===== config.mk =====
export PLATFORM = sky130hd
export DESIGN_NAME = booth_seq_ctrl
export DESIGN_NICKNAME = d
export VERILOG_FILES = /design/src/rtl/booth_seq_ctrl.sv
export SDC_FILE = /design/constraint.sdc
export NUM_CORES = 1
export LEC_CHECK = 0
export CELL_PAD_IN_SITES_DETAIL_PLACEMENT = 1
export CELL_PAD_IN_SITES_GLOBAL_PLACEMENT = 1
export CORE_MARGIN = 3
export CORE_UTILIZATION = 30
export CTS_BUF_LIST = sky130_fd_sc_hd__clkbuf_2 sky130_fd_sc_hd__clkbuf_4 sky130_fd_sc_hd__clkbuf_8
export DETAILED_ROUTE_END_ITERATION = 12
export HOLD_SLACK_MARGIN = 0.03
export MAX_ROUTING_LAYER = met4
export PLACE_DENSITY_LB_ADDON = 0.08
export SLEW_MARGIN = 30
export SYNTH_ARGS = -nofsm -noshare
export SYNTH_HDL_FRONTEND = slang
export SYNTH_SLANG_ARGS = --single-unit

===== constraint.sdc =====
create_clock -name clk -period 1.4 [get_ports clk]
set_input_delay 0.21 -clock clk [delete_from_list [all_inputs] [get_ports clk]]
set_output_delay 0.21 -clock clk [all_outputs]
set_load 0.005 [all_outputs]

===== src/rtl/booth_seq_ctrl.sv =====
`default_nettype none
// ============================================================================
//  Module   : booth_seq_ctrl
//  Function : Moore sequencing FSM for a radix-2 Booth multiplier datapath.
//             It loads the operands, runs WIDTH Booth iterations, waits one
//             settle cycle for the result register, then pulses done.
//  Revision : 1.0  initial release
// ============================================================================
module booth_seq_ctrl #(
  parameter int WIDTH = 4
) (
  input  logic                         clk,
  input  logic                         rst,
  input  logic                         start,
  input  logic                         abort,
  input  logic                         q0,
  input  logic                         qn1,
  output logic                         load,
  output logic                         add_en,
  output logic                         sub_en,
  output logic                         shift_en,
  output logic                         busy,
  output logic                         done,
  output logic [$clog2(WIDTH+1)-1:0]   iter
);

  localparam int                  c_iter_w    = $clog2(WIDTH + 1);
  localparam logic [c_iter_w-1:0] c_last_iter = c_iter_w'(WIDTH - 1);

  typedef enum logic [2:0] {
    S_IDLE   = 3'd0,
    S_LOAD   = 3'd1,
    S_EVAL   = 3'd2,
    S_ADD    = 3'd3,
    S_SUB    = 3'd4,
    S_SHIFT  = 3'd5,
    S_SETTLE = 3'd6,
    S_DONE   = 3'd7
  } state_t;

  state_t              r_state;
  state_t              w_next;
  logic [c_iter_w-1:0] r_iter;
  logic                w_in_flight;

  assign w_in_flight = (r_state == S_LOAD)  || (r_state == S_EVAL)  ||
                       (r_state == S_ADD)   || (r_state == S_SUB)   ||
                       (r_state == S_SHIFT) || (r_state == S_SETTLE);

  always_ff @(posedge clk or posedge rst) begin
    if (rst) begin
      r_state <= S_IDLE;
    end else begin
      r_state <= w_next;
    end
  end

  // The shift aborted in flight does not count as a completed shift.
  always_ff @(posedge clk or posedge rst) begin
    if (rst) begin
      r_iter <= '0;
    end else if (r_state == S_LOAD) begin
      r_iter <= '0;
    end else if ((r_state == S_SHIFT) && !abort) begin
      r_iter <= r_iter + 1'b1;
    end
  end

  always_comb begin
    w_next = S_IDLE;
    if (w_in_flight && abort) begin
      w_next = S_IDLE;
    end else begin
      case (r_state)
        S_IDLE:   w_next = start ? S_LOAD : S_IDLE;
        S_LOAD:   w_next = S_EVAL;
        S_EVAL: begin
          case ({q0, qn1})
            2'b10:   w_next = S_SUB;
            2'b01:   w_next = S_ADD;
            default: w_next = S_SHIFT;
          endcase
        end
        S_ADD:    w_next = S_SHIFT;
        S_SUB:    w_next = S_SHIFT;
        S_SHIFT:  w_next = (r_iter == c_last_iter) ? S_SETTLE : S_EVAL;
        S_SETTLE: w_next = S_DONE;
        S_DONE:   w_next = S_IDLE;
        default:  w_next = S_IDLE;
      endcase
    end
  end

  // Outputs depend on the registered state only.
  always_comb begin
    load     = 1'b0;
    add_en   = 1'b0;
    sub_en   = 1'b0;
    shift_en = 1'b0;
    busy     = 1'b0;
    done     = 1'b0;
    case (r_state)
      S_LOAD:   begin load     = 1'b1; busy = 1'b1; end
      S_EVAL:   begin                  busy = 1'b1; end
      S_ADD:    begin add_en   = 1'b1; busy = 1'b1; end
      S_SUB:    begin sub_en   = 1'b1; busy = 1'b1; end
      S_SHIFT:  begin shift_en = 1'b1; busy = 1'b1; end
      S_SETTLE: begin                  busy = 1'b1; end
      S_DONE:   begin done     = 1'b1;              end
      default:  begin                               end
    endcase
  end

  assign iter = r_iter;

endmodule
`default_nettype wire

==> results.md, run 1 <==
- Asr flop ratio synth: 100%
- Maximum vdd drop: 1.01 mV
- Run status: finished with violations
- CP cell instances: buf_6 -> buf_6 -> or4b_4 -> o31ai_4
- Arr. time, crit path: 1.62 ns
- Tightest Pin Transition: 0.379 ns
- DP HPWL: 924 microns
- Leak: 0.412 nW
- CP Data Required Time: 1.57 ns
- Fillers: 113
- RSZ-0062 raised after global routing: true
- DRT met1 WL: 957 microns
- Clock power share: 13.6%
- Largest net degree at the start of global routing: 7
- DR top layer: met4
- Critical Path Fanout Max: 6
- Area of the multi-input gates: 290 sq um
- RePlAce Congestion: 0.767
- Met3 wire len: 60 microns
- Core area: 1160 sq um
- Antenna violations before repair: 0
- Initial core utilization: 33.7%
- Final Cycle Share: 103%
- Worst reg2reg path depth: 4
- Sequential cell area: 154 sq um
- Met2 WL post-DR: 1160 microns
- Count of different cell masters after synthesis: 20
- Fmax: 693 MHz
- Mapped cell area: 389 sq um
- Int Power: 872 uW
- First-iteration detailed-routing DRC count: 6
- # diodes: 0
- Setup Skew: 0.00865 ns
- Placed instance area: 573 sq um
- CTS Sinks: 6
- DR DRC count: 0
- Vias per cell: 5.21
- Router iterations before antenna repair: 3
- Crit start category: register
- Routed WL per cell: 23.9 microns
- PortBufs: 14
- Part of the power in registers: 19.5%
- Layout area overhead: 112%
- Min Hold Slack: 0.155 ns
- Final hold viol count: 0
- H-tree levels: 1
- Seq cells post-synth: 6
- EDFF count, synth: 0
- Synth Instances: 42
- Full die area: 1770 sq um
- Vias: 490
- Slew margin rel.: 74.5%
- Max-Cap Viols: 0
- Worst-path clk slew: 0.07 ns
- P_sw: 613 uW
- Switching Share: 41.3%
- CTS Hold Bufs: 0
- Clock Tree Buf Depth: 2
- Kind of critical path: register to register
- Most frequent cells in the layout: 13 x buf_4, 10 x buf_6, 7 x clkdlybuf4s50_1
- Final-report max-slew violation count: 0
- Worst skew pair latency: 0.28 ns
- Final #Nets: 90
- Pwr Density: 1800 nW/um^2
- Comb pwr share: 66.9%
- CTS tree: built
- Crit path top cell by count: buf_6
- ANT nets after route: 0
- Most common cell after layout, fill and taps aside: buf_4
- Layout cells sized above 1: 61.3%
- Routed WL: 2250 microns
- Total power: 1.49 mW
- Setup-failing EPs final: 7
- Post-route setup TNS: -0.152 ns
- Crit path to: r_state[0]$_DFF_PP0_
- Crit. Startpoint: r_state[2]$_DFF_PP0_
- R2r setup slk: -0.04 ns
- Worst reg2reg path startpoint: r_state[2]$_DFF_PP0_
- Stages on the worst setup path: 4
- All-layer global routing usage: 23.0%
- Die Height: 42.0 microns
- RR Endpoint: r_state[0]$_DFF_PP0_
- Die W: 42.0 microns
- Top Family by Delay on Critical Path: simple AND/OR/NAND/NOR gates
- Most used flip-flop cell after synthesis: dfrtp_1
- First-pass GRT wire length: 2820 microns
- Syn avg cell area: 9.26 sq um
- Cts bufs inserted: 3
- Grt ovf: 0
- Critical-path top delay cell: or4b_4
- Yosys warns: 0
- Crit path time final: 1.44 ns
- Final instance area: 825 sq um
- Post-route setup slack: -0.0438 ns
- Clock root buffer: clkbuf_4
- Post-Synthesis Net Count: 50
- Setup crit end kind: register
- Core Rows: 12
- Crit-path max cell delay: 0.53 ns
- Vias in the first global route: 536
- Sequential-to-total area share from yosys stat: 38.6%
- Hold Path Class: input port to asynchronous set/reset pin
- Failing checks: setup timing
- Io pins: 15
- Worst path buffer plus inverter count: 2
## power groups by stage
stage | sequential (mW) | clock (mW) | combinational, mW
floorplan | 0.246 | 0 | 0.251
global placement | 0.287 | 0 | 0.427
detailed placement | 0.302 | 0 | 0.442
CTS | 0.264 | 0.190 | 0.706
global route | 0.294 | 0.220 | 1.03
finish | 0.290 | 0.202 | 0.993
## state kept, by name (all words and copies together), names as in the netlist
| signal | cells |
|---|---|
| iter | 3 |
| r_state | 3 |
## how the worst min path moves through the flow
stage | startpoint | end | slack (ns) | cells after the start
4_1_cts | rst | iter[2]$_DFFE_PP0P_ | 0.17 | 2
3_3_place_gp | rst | r_state[2]$_DFF_PP0_ | 0.44 | 2
6_report | rst | iter[2]$_DFFE_PP0P_ | 0.15 | 2
5_1_grt | rst | iter[2]$_DFFE_PP0P_ | 0.17 | 2
2_1_floorplan | rst | iter[0]$_DFFE_PP0P_ | 0.001 | 1
3_5_place_dp | rst | iter[2]$_DFFE_PP0P_ | 0.44 | 2
## synthesized netlist by cell type (2+ instances only)
library cell  number  area share (%)
nor2_1             5             4.8
ha_1               2             6.4
o21ai_0            2             2.6
nor2b_1            3             4.8
a22o_1             2             4.5
dfrtp_1            6              39
a21oi_1            3             3.9
nand2_1            4             3.9
inv_1              4             3.9
## kinds of logic (layout without fill, tap and decap cells)
kind of cell	Yosys count	after routing	synth area share (%)
simple gates	18	18	26.7
buf+inv	6	44	8.68
fa+ha+maj	2	2	6.43
compound gates	9	9	16.7
mux	1	1	2.89
flops	6	6	38.6
## stage by stage
| step | std cells | worst slack [ns] | utilization (%) |
|---|---|---|---|
| 2_1_floorplan | 42 | 0.219 | - |
| 3_3_place_gp | 74 | -0.0952 | 49.6 |
| 3_5_place_dp | 74 | -0.152 | 49.6 |
| 4_1_cts | 90 | -0.0757 | 61.5 |
| 5_1_grt | 94 | -0.0594 | 71.3 |
| 6_report | 94 | -0.0438 | 71.3 |
## layout make-up
class                   instances  share of cell area (%)
well taps                      14                    2.12
clock buffers                   3                    2.73
repair buffers                 37                    39.5
inverters                       4                    1.82
flip-flops and latches          6                    18.7
multi-input cells              30                    35.2
## repair_timing
item	CTS	global route
gates cloned	0	0
pin swaps	0	4
gates resized for setup	30	25
setup buffers	13	4
endpoints found under the setup margin	7	10
hold endpoints to repair	0	0
## routing by layer
layer,GRT usage (%),vias up
li1,-,221
met2,36.7,12
met4,13.0,0
met3,7.30,8
met5,-,-
met1,25.3,249
Power figures use the tool's default switching activity.
==> inputs of run 2 (changes only) <==
--- a/config.mk
+++ b/config.mk
@@ -14,6 +14,7 @@
 export HOLD_SLACK_MARGIN = 0.03
 export MAX_ROUTING_LAYER = met4
 export PLACE_DENSITY_LB_ADDON = 0.08
+export SETUP_SLACK_MARGIN = 0.5
 export SLEW_MARGIN = 30
 export SYNTH_ARGS = -nofsm -noshare
 export SYNTH_HDL_FRONTEND = slang
==> run 2 against run 1 <==
  * The flow still finishes with violations (setup timing)
  * Clock skew barely moved
  * Sequential share of layout area is 1.4 points lower
  * Die area is the same
  * Total power increased by 5.7%
  * Via count grew 5.1%
  * Cell count rose by 1.1%
  * Largest cell class is now multi-input gates
==> results.md, run 2 (synthesis gave the netlist of run 1 again) <==
- Placed instance area: 647 sq um
- Clock Tree Buf Depth: 2
- Routed WL: 2360 microns
- Kind of critical path: register to output port
- Antenna violations before repair: 0
- ANT nets after route: 0
- Die W: 42.0 microns
- Switching Share: 39.7%
- Vias per cell: 5.42
- Part of the power in registers: 17.3%
- Final hold viol count: 0
- Io pins: 15
- Most common cell after layout, fill and taps aside: buf_4
- Place WS: -0.230 ns
- Initial core utilization: 33.7%
- Tightest Pin Transition: 0.425 ns
- Cts bufs inserted: 3
- RR Endpoint: iter[0]$_DFFE_PP0P_
- Int Power: 946 uW
- Placed cell count: 75
- H-tree levels: 1
- Comb pwr share: 68.7%
- Crit path time final: 1.43 ns
- Worst reg2reg path depth: 5
- Die Height: 42.0 microns
- Clock power share: 14.0%
- Global routing's busiest layer: met2
- Failing checks: setup timing
- DR DRC count: 0
- Maximum vdd drop: 1.17 mV
- Layout area overhead: 127%
- First-iteration detailed-routing DRC count: 23
- Final Cycle Share: 102%
- Clock root buffer: clkbuf_4
- Final #Nets: 90
- CP Data Required Time: 1.19 ns
- Max-Cap Viols: 0
- Hold Path Class: input port to asynchronous set/reset pin
- Grt ovf: 0
- GR met2 Demand/Resource: 46.3%
- Post-layout util: 76.5%
- Fmax: 698 MHz
- Slew margin rel.: 71.6%
- Met3 usage: 4.72%
- Area of the multi-input gates: 339 sq um
- Worst-path clk slew: 0.07 ns
- CTS Hold Bufs: 0
- # diodes: 0
- Fin cells: 95
- GRT met1 Usage: 34.4%
- Core area: 1160 sq um
- CTS Sinks: 6
- RSZ-0062 raised after global routing: true
- All-layer global routing usage: 27.9%
- Arr. time, crit path: 1.22 ns
- Run status: finished with violations
- Worst reg2reg path startpoint: r_state[2]$_DFF_PP0_
- Most frequent cells in the layout: 15 x buf_4, 8 x buf_6, 7 x buf_2
- Leak: 0.425 nW
- Vias in the first global route: 560
- Core Rows: 12
- Fillers: 110
- Final-report max-slew violation count: 0
- Routed WL per cell: 24.8 microns
- RePlAce Congestion: 0.758
- Crit start category: register
- Critical Path Fanout Max: 6
- Total power: 1.57 mW
- Setup Skew: 0.00880 ns
- Setup-failing EPs final: 4
- P_sw: 623 uW
- Worst skew pair latency: 0.26 ns
- Min Hold Slack: 0.184 ns
- Sequential cell area: 153 sq um
- DP HPWL: 1100 microns
- First-pass GRT wire length: 3340 microns
- R2r setup slk: 0 ns
- Layout cells sized above 1: 76.5%
- Full die area: 1770 sq um
- Post-route setup TNS: -0.0685 ns
- PortBufs: 14
- Vias: 515
- Post-route setup slack: -0.0325 ns
- Largest net degree at the start of global routing: 9
- Final instance area: 885 sq um
- Setup crit end kind: output port
- Router iterations before antenna repair: 4
- Pwr Density: 1770 nW/um^2
- CTS tree: built
[run 2: power by group through the flow]
stage / Clock [mW] / Sequential, mW / Combinational (mW)
2_1_floorplan: 0 / 0.261 / 0.356
3_3_place_gp: 0 / 0.287 / 0.621
3_5_place_dp: 0 / 0.295 / 0.657
4_1_cts: 0.212 / 0.261 / 0.918
5_1_grt: 0.237 / 0.275 / 1.12
6_report: 0.220 / 0.272 / 1.08
[run 2: what timing repair did]
| item | CTS | global route |
|---|---|---|
| buffers inserted | 14 | 2 |
| pin swaps | 9 | 3 |
| resized for setup | 56 | 7 |
| hold endpoints to repair | 0 | 0 |
| setup endpoints to repair | 15 | 15 |
[run 2: critical path, stage by stage, from the launching register on]
cell     delay (ns)
dfrtp_2        0.46
buf_6          0.15
inv_4          0.08
nor2_4         0.05
a21oi_2        0.10
buf_2          0.14
[run 2: area by class of cell]
type / count / share of cell area (%)
repair buffers: 37 / 37.1
clock buffers: 4 / 3.39
flip-flops and latches: 6 / 17.3
well taps: 14 / 1.98
inverters: 4 / 1.98
multi-input cells: 30 / 38.3
[run 2: worst max path at each step]
stage | start | to | slack, ns | depth (start not counted)
after floorplan | iter[1]$_DFFE_PP0P_ | iter[2]$_DFFE_PP0P_ | 0.24 | 4
after global placement | r_state[2]$_DFF_PP0_ | sub_en | -0.09 | 2
after detailed placement | r_state[2]$_DFF_PP0_ | sub_en | -0.23 | 2
after CTS | r_state[2]$_DFF_PP0_ | busy | -0.009 | 5
after global routing | r_state[1]$_DFF_PP0_ | busy | -0.06 | 5
final | r_state[1]$_DFF_PP0_ | busy | -0.03 | 5
[run 2: metal layers]
metal	routed length, microns	share of wire (%)
met5	0	0
met4	126	5.3
met3	92	3.9
met2	1180	50
met1	959	41
==> inputs of run 3 (changes only) <==
--- a/config.mk
+++ b/config.mk
@@ -7,7 +7,7 @@
 export LEC_CHECK = 0
 export CELL_PAD_IN_SITES_DETAIL_PLACEMENT = 1
 export CELL_PAD_IN_SITES_GLOBAL_PLACEMENT = 1
-export CORE_MARGIN = 3
+export CORE_MARGIN = 2
 export CORE_UTILIZATION = 30
 export CTS_BUF_LIST = sky130_fd_sc_hd__clkbuf_2 sky130_fd_sc_hd__clkbuf_4 sky130_fd_sc_hd__clkbuf_8
 export DETAILED_ROUTE_END_ITERATION = 12
==> run 3 against run 2 <==
  * The flow now stops in clock tree synthesis (4_1_cts)
  * Synthesized cell count unchanged
  * Area after synthesis did not move
==> results.md, run 3 <==
- Io pins: 15
- Cts bufs inserted: 3
- Initial core utilization: 33.7%
- Post-Synthesis Net Count: 50
- Sequential-to-total area share from yosys stat: 38.6%
- Clock Tree Buf Depth: 2
- Syn avg cell area: 9.26 sq um
- Asr flop ratio synth: 100%
- CTS resizes: 67
- H-tree levels: 1
- Count of different cell masters after synthesis: 20
- Die W: 40.0 microns
- Synth Instances: 42
- Seq cells post-synth: 6
- Largest cells by area after synthesis: dfrtp_1 39%, ha_1 6.4%, nor2_1 4.8%, nor2b_1 4.8%, a22o_1 4.5%
- DP HPWL: 924 microns
- Synth top cells by count: 6 x dfrtp_1, 5 x nor2_1, 4 x inv_1, 4 x nand2_1
- Place WS: -0.152 ns
- EDFF count, synth: 0
- RePlAce Congestion: 0.805
- Run status: stopped before the end
- CTS Sinks: 6
- Most used flip-flop cell after synthesis: dfrtp_1
- Synth area leader: dfrtp_1
- Clock root buffer: clkbuf_4
- PortBufs: 14
- Count leader, synth: dfrtp_1
- Yosys warns: 0
- Die Height: 40.0 microns
- Core Rows: 12
- Yosys top cell area share: 38.6%
- CTS Hold Bufs: 0
- Tool error: [ERROR DPL-0033] detailed placement checks failed during check placement.
- Setup Fix Bufs, Post-CTS: 18
- Mapped cell area: 389 sq um
- Halt Stage: clock tree synthesis (4_1_cts)
-- run 3: cell counts after synthesis --
No cell type changed its count.
-- run 3: metrics by stage --
step                std cells  area (sq um)  hold WS, ns  util [%]
global placement           75           634        0.434      54.9
floorplan                  42           447     0.000891         -
detailed placement         75           634        0.465      54.9
-- run 3: kinds of logic after synthesis --
group / after synthesis / share of synthesized area (%)
adders and majority gates: 2 / 6.43
and+or+nand+nor: 18 / 26.7
buffers and inverters: 6 / 8.68
DFF: 6 / 38.6
muxes: 1 / 2.89
AOI/OAI and AO/OA: 9 / 16.7
==> inputs of run 4 (changes only) <==
==> config.mk (replaced) <==
export PLATFORM = sky130hd
export DESIGN_NAME = booth_seq_ctrl
export DESIGN_NICKNAME = d
export VERILOG_FILES = /design/src/rtl/booth_seq_ctrl.sv
export SDC_FILE = /design/constraint.sdc
export NUM_CORES = 1
export LEC_CHECK = 0
export CORE_AREA = 2 2 63 65
export DETAILED_ROUTE_END_ITERATION = 12
export DIE_AREA = 0 0 65 67
export PLACE_DENSITY_LB_ADDON = 0.15
export SLEW_MARGIN = 30
export SYNTH_ARGS = -nofsm -noshare
export SYNTH_HDL_FRONTEND = slang
export SYNTH_SLANG_ARGS = --single-unit
==> run 4 against run 3 <==
  * The run now ends clean
==> results.md, run 4 (synthesis gave the netlist of run 1 again) <==
- Run status: completed
- ANT nets after route: 0
- PortBufs: 14
- Vias in the first global route: 437
- Routed WL per cell: 10.4 microns
- Tightest Pin Transition: 0.252 ns
- Core area: 3610 sq um
- Fin cells: 123
- Place WS: -0.111 ns
- H-tree levels: 1
- Final instance area: 779 sq um
- Total power: 1.23 mW
- Final Cycle Share: 97.9%
- Crit-path max cell delay: 0.50 ns
- DP HPWL: 874 microns
- Final hold viol count: 0
- Placed cell count: 110
- CP cell instances: buf_4 -> buf_4 -> or4b_1 -> o31ai_1
- Max-Cap Viols: 0
- CP Data Required Time: 1.53 ns
- Top Family by Delay on Critical Path: simple AND/OR/NAND/NOR gates
- Cts bufs inserted: 3
- RSZ-0062 raised after global routing: true
- All-layer global routing usage: 6.78%
- Worst-path clk slew: 0.04 ns
- Vias per cell: 3.38
- Global routing's busiest layer: met2
- CTS Sinks: 6
- Crit path top cell by count: buf_4
- Post-route setup slack: 0.0290 ns
- First-iteration detailed-routing DRC count: 30
- Vias: 416
- Largest net degree at the start of global routing: 7
- Hold Path Class: input port to asynchronous set/reset pin
- Final #Nets: 85
- Final-report max-slew violation count: 0
- Most frequent cells in the layout: 15 x buf_4, 8 x clkdlybuf4s50_1, 4 x buf_6
- Leak: 0.365 nW
- GR met2 Demand/Resource: 9.79%
- Die Height: 67 microns
- Slew margin rel.: 83.0%
- # diodes: 0
- Clock root buffer: clkbuf_8
- Crit path time final: 1.37 ns
- Grt ovf: 0
- Crit start category: register
- Maximum vdd drop: 0.259 mV
- GRT met1 Usage: 7.51%
- Router iterations before antenna repair: 4
- Critical Path Fanout Max: 4
- First-pass GRT wire length: 2030 microns
- Placed instance area: 631 sq um
- Antenna violations before repair: 0
- RePlAce Congestion: 0.731
- Layout area overhead: 100%
- Worst path buffer plus inverter count: 2
- Fillers: 413
- Core Rows: 22
- CTS tree: built
- Met3 usage: 4.73%
- Arr. time, crit path: 1.50 ns
- Critical-path top delay cell: or4b_1
- Fmax: 729 MHz
- Setup Skew: 0.00410 ns
- DR DRC count: 0
- Layout cells sized above 1: 52.0%
- Clock Tree Buf Depth: 2
- Setup crit end kind: register
- CTS Hold Bufs: 0
- Initial core utilization: 10.8%
- Pwr Density: 1580 nW/um^2
- Setup-failing EPs final: 0
- Io pins: 15
- Most common cell after layout, fill and taps aside: buf_4
- Routed WL: 1280 microns
- Die W: 65 microns
- Kind of critical path: register to register
- Worst skew pair latency: 0.23 ns
- Full die area: 4360 sq um
## run 4: layout make-up
type | count | area [sq um] | area share (%)
Tap cell | 48 | 60.1 | 7.70
Inverter | 4 | 15.0 | 1.93
Multi-Input combinational cell | 30 | 238 | 30.5
Timing Repair Buffer | 32 | 272 | 34.8
Sequential cell | 6 | 154 | 19.7
Clock buffer | 3 | 41.3 | 5.30
## run 4: worst paths after layout
check	start	endpoint	slack (ns)	cells after the start
min in group clk	iter[2]$_DFFE_PP0P_	iter[2]$_DFFE_PP0P_	0.53	1
min	rst	iter[1]$_DFFE_PP0P_	0.21	2
max in group asynchronous	rst	r_state[2]$_DFF_PP0_	0.96	2
min reg2reg	iter[2]$_DFFE_PP0P_	iter[2]$_DFFE_PP0P_	0.53	1
max	r_state[1]$_DFF_PP0_	r_state[0]$_DFF_PP0_	0.03	4
max reg2reg	r_state[1]$_DFF_PP0_	r_state[0]$_DFF_PP0_	0.03	4
## run 4: worst reg2reg max path, delay by kind of cell (launching register included)
kind,cells,cell delay [ns]
flip-flops,1,0.42
AO/OA/AOI/OAI,1,0.08
buffers and inverters,2,0.28
AND/OR/NAND/NOR,1,0.50
## run 4: per-stage QoR
stage	setup TNS, ns	hold WS (ns)	util [%]
2_1_floorplan	0	0.000959	-
3_3_place_gp	-0.260	0.482	17.5
3_5_place_dp	-0.362	0.465	17.5
4_1_cts	0	0.226	20.8
5_1_grt	-0.0206	0.258	21.6
6_report	0	0.212	21.6
## run 4: repair_timing
item / in CTS / in global routing
gates resized for setup: 27 / 9
pin swaps: 1 / 2
buffers inserted: 10 / 1
endpoints found under the setup margin: 6 / 10
hold endpoints to repair: 0 / 0
## run 4: power breakdown
part	switching [mW]	internal, mW	leakage, nW	total, mW
clock	0.0824	0.185	0.0216	0.268
combinational	0.269	0.420	0.267	0.690
sequential	0.0520	0.220	0.0769	0.272
total	0.404	0.826	0.365	1.23
## run 4: metal layers
metal / vias up / wire, microns
li1: 210 / -
met1: 188 / 592
met2: 13 / 560
met3: 5 / 102
met4: 0 / 21
met5: - / 0
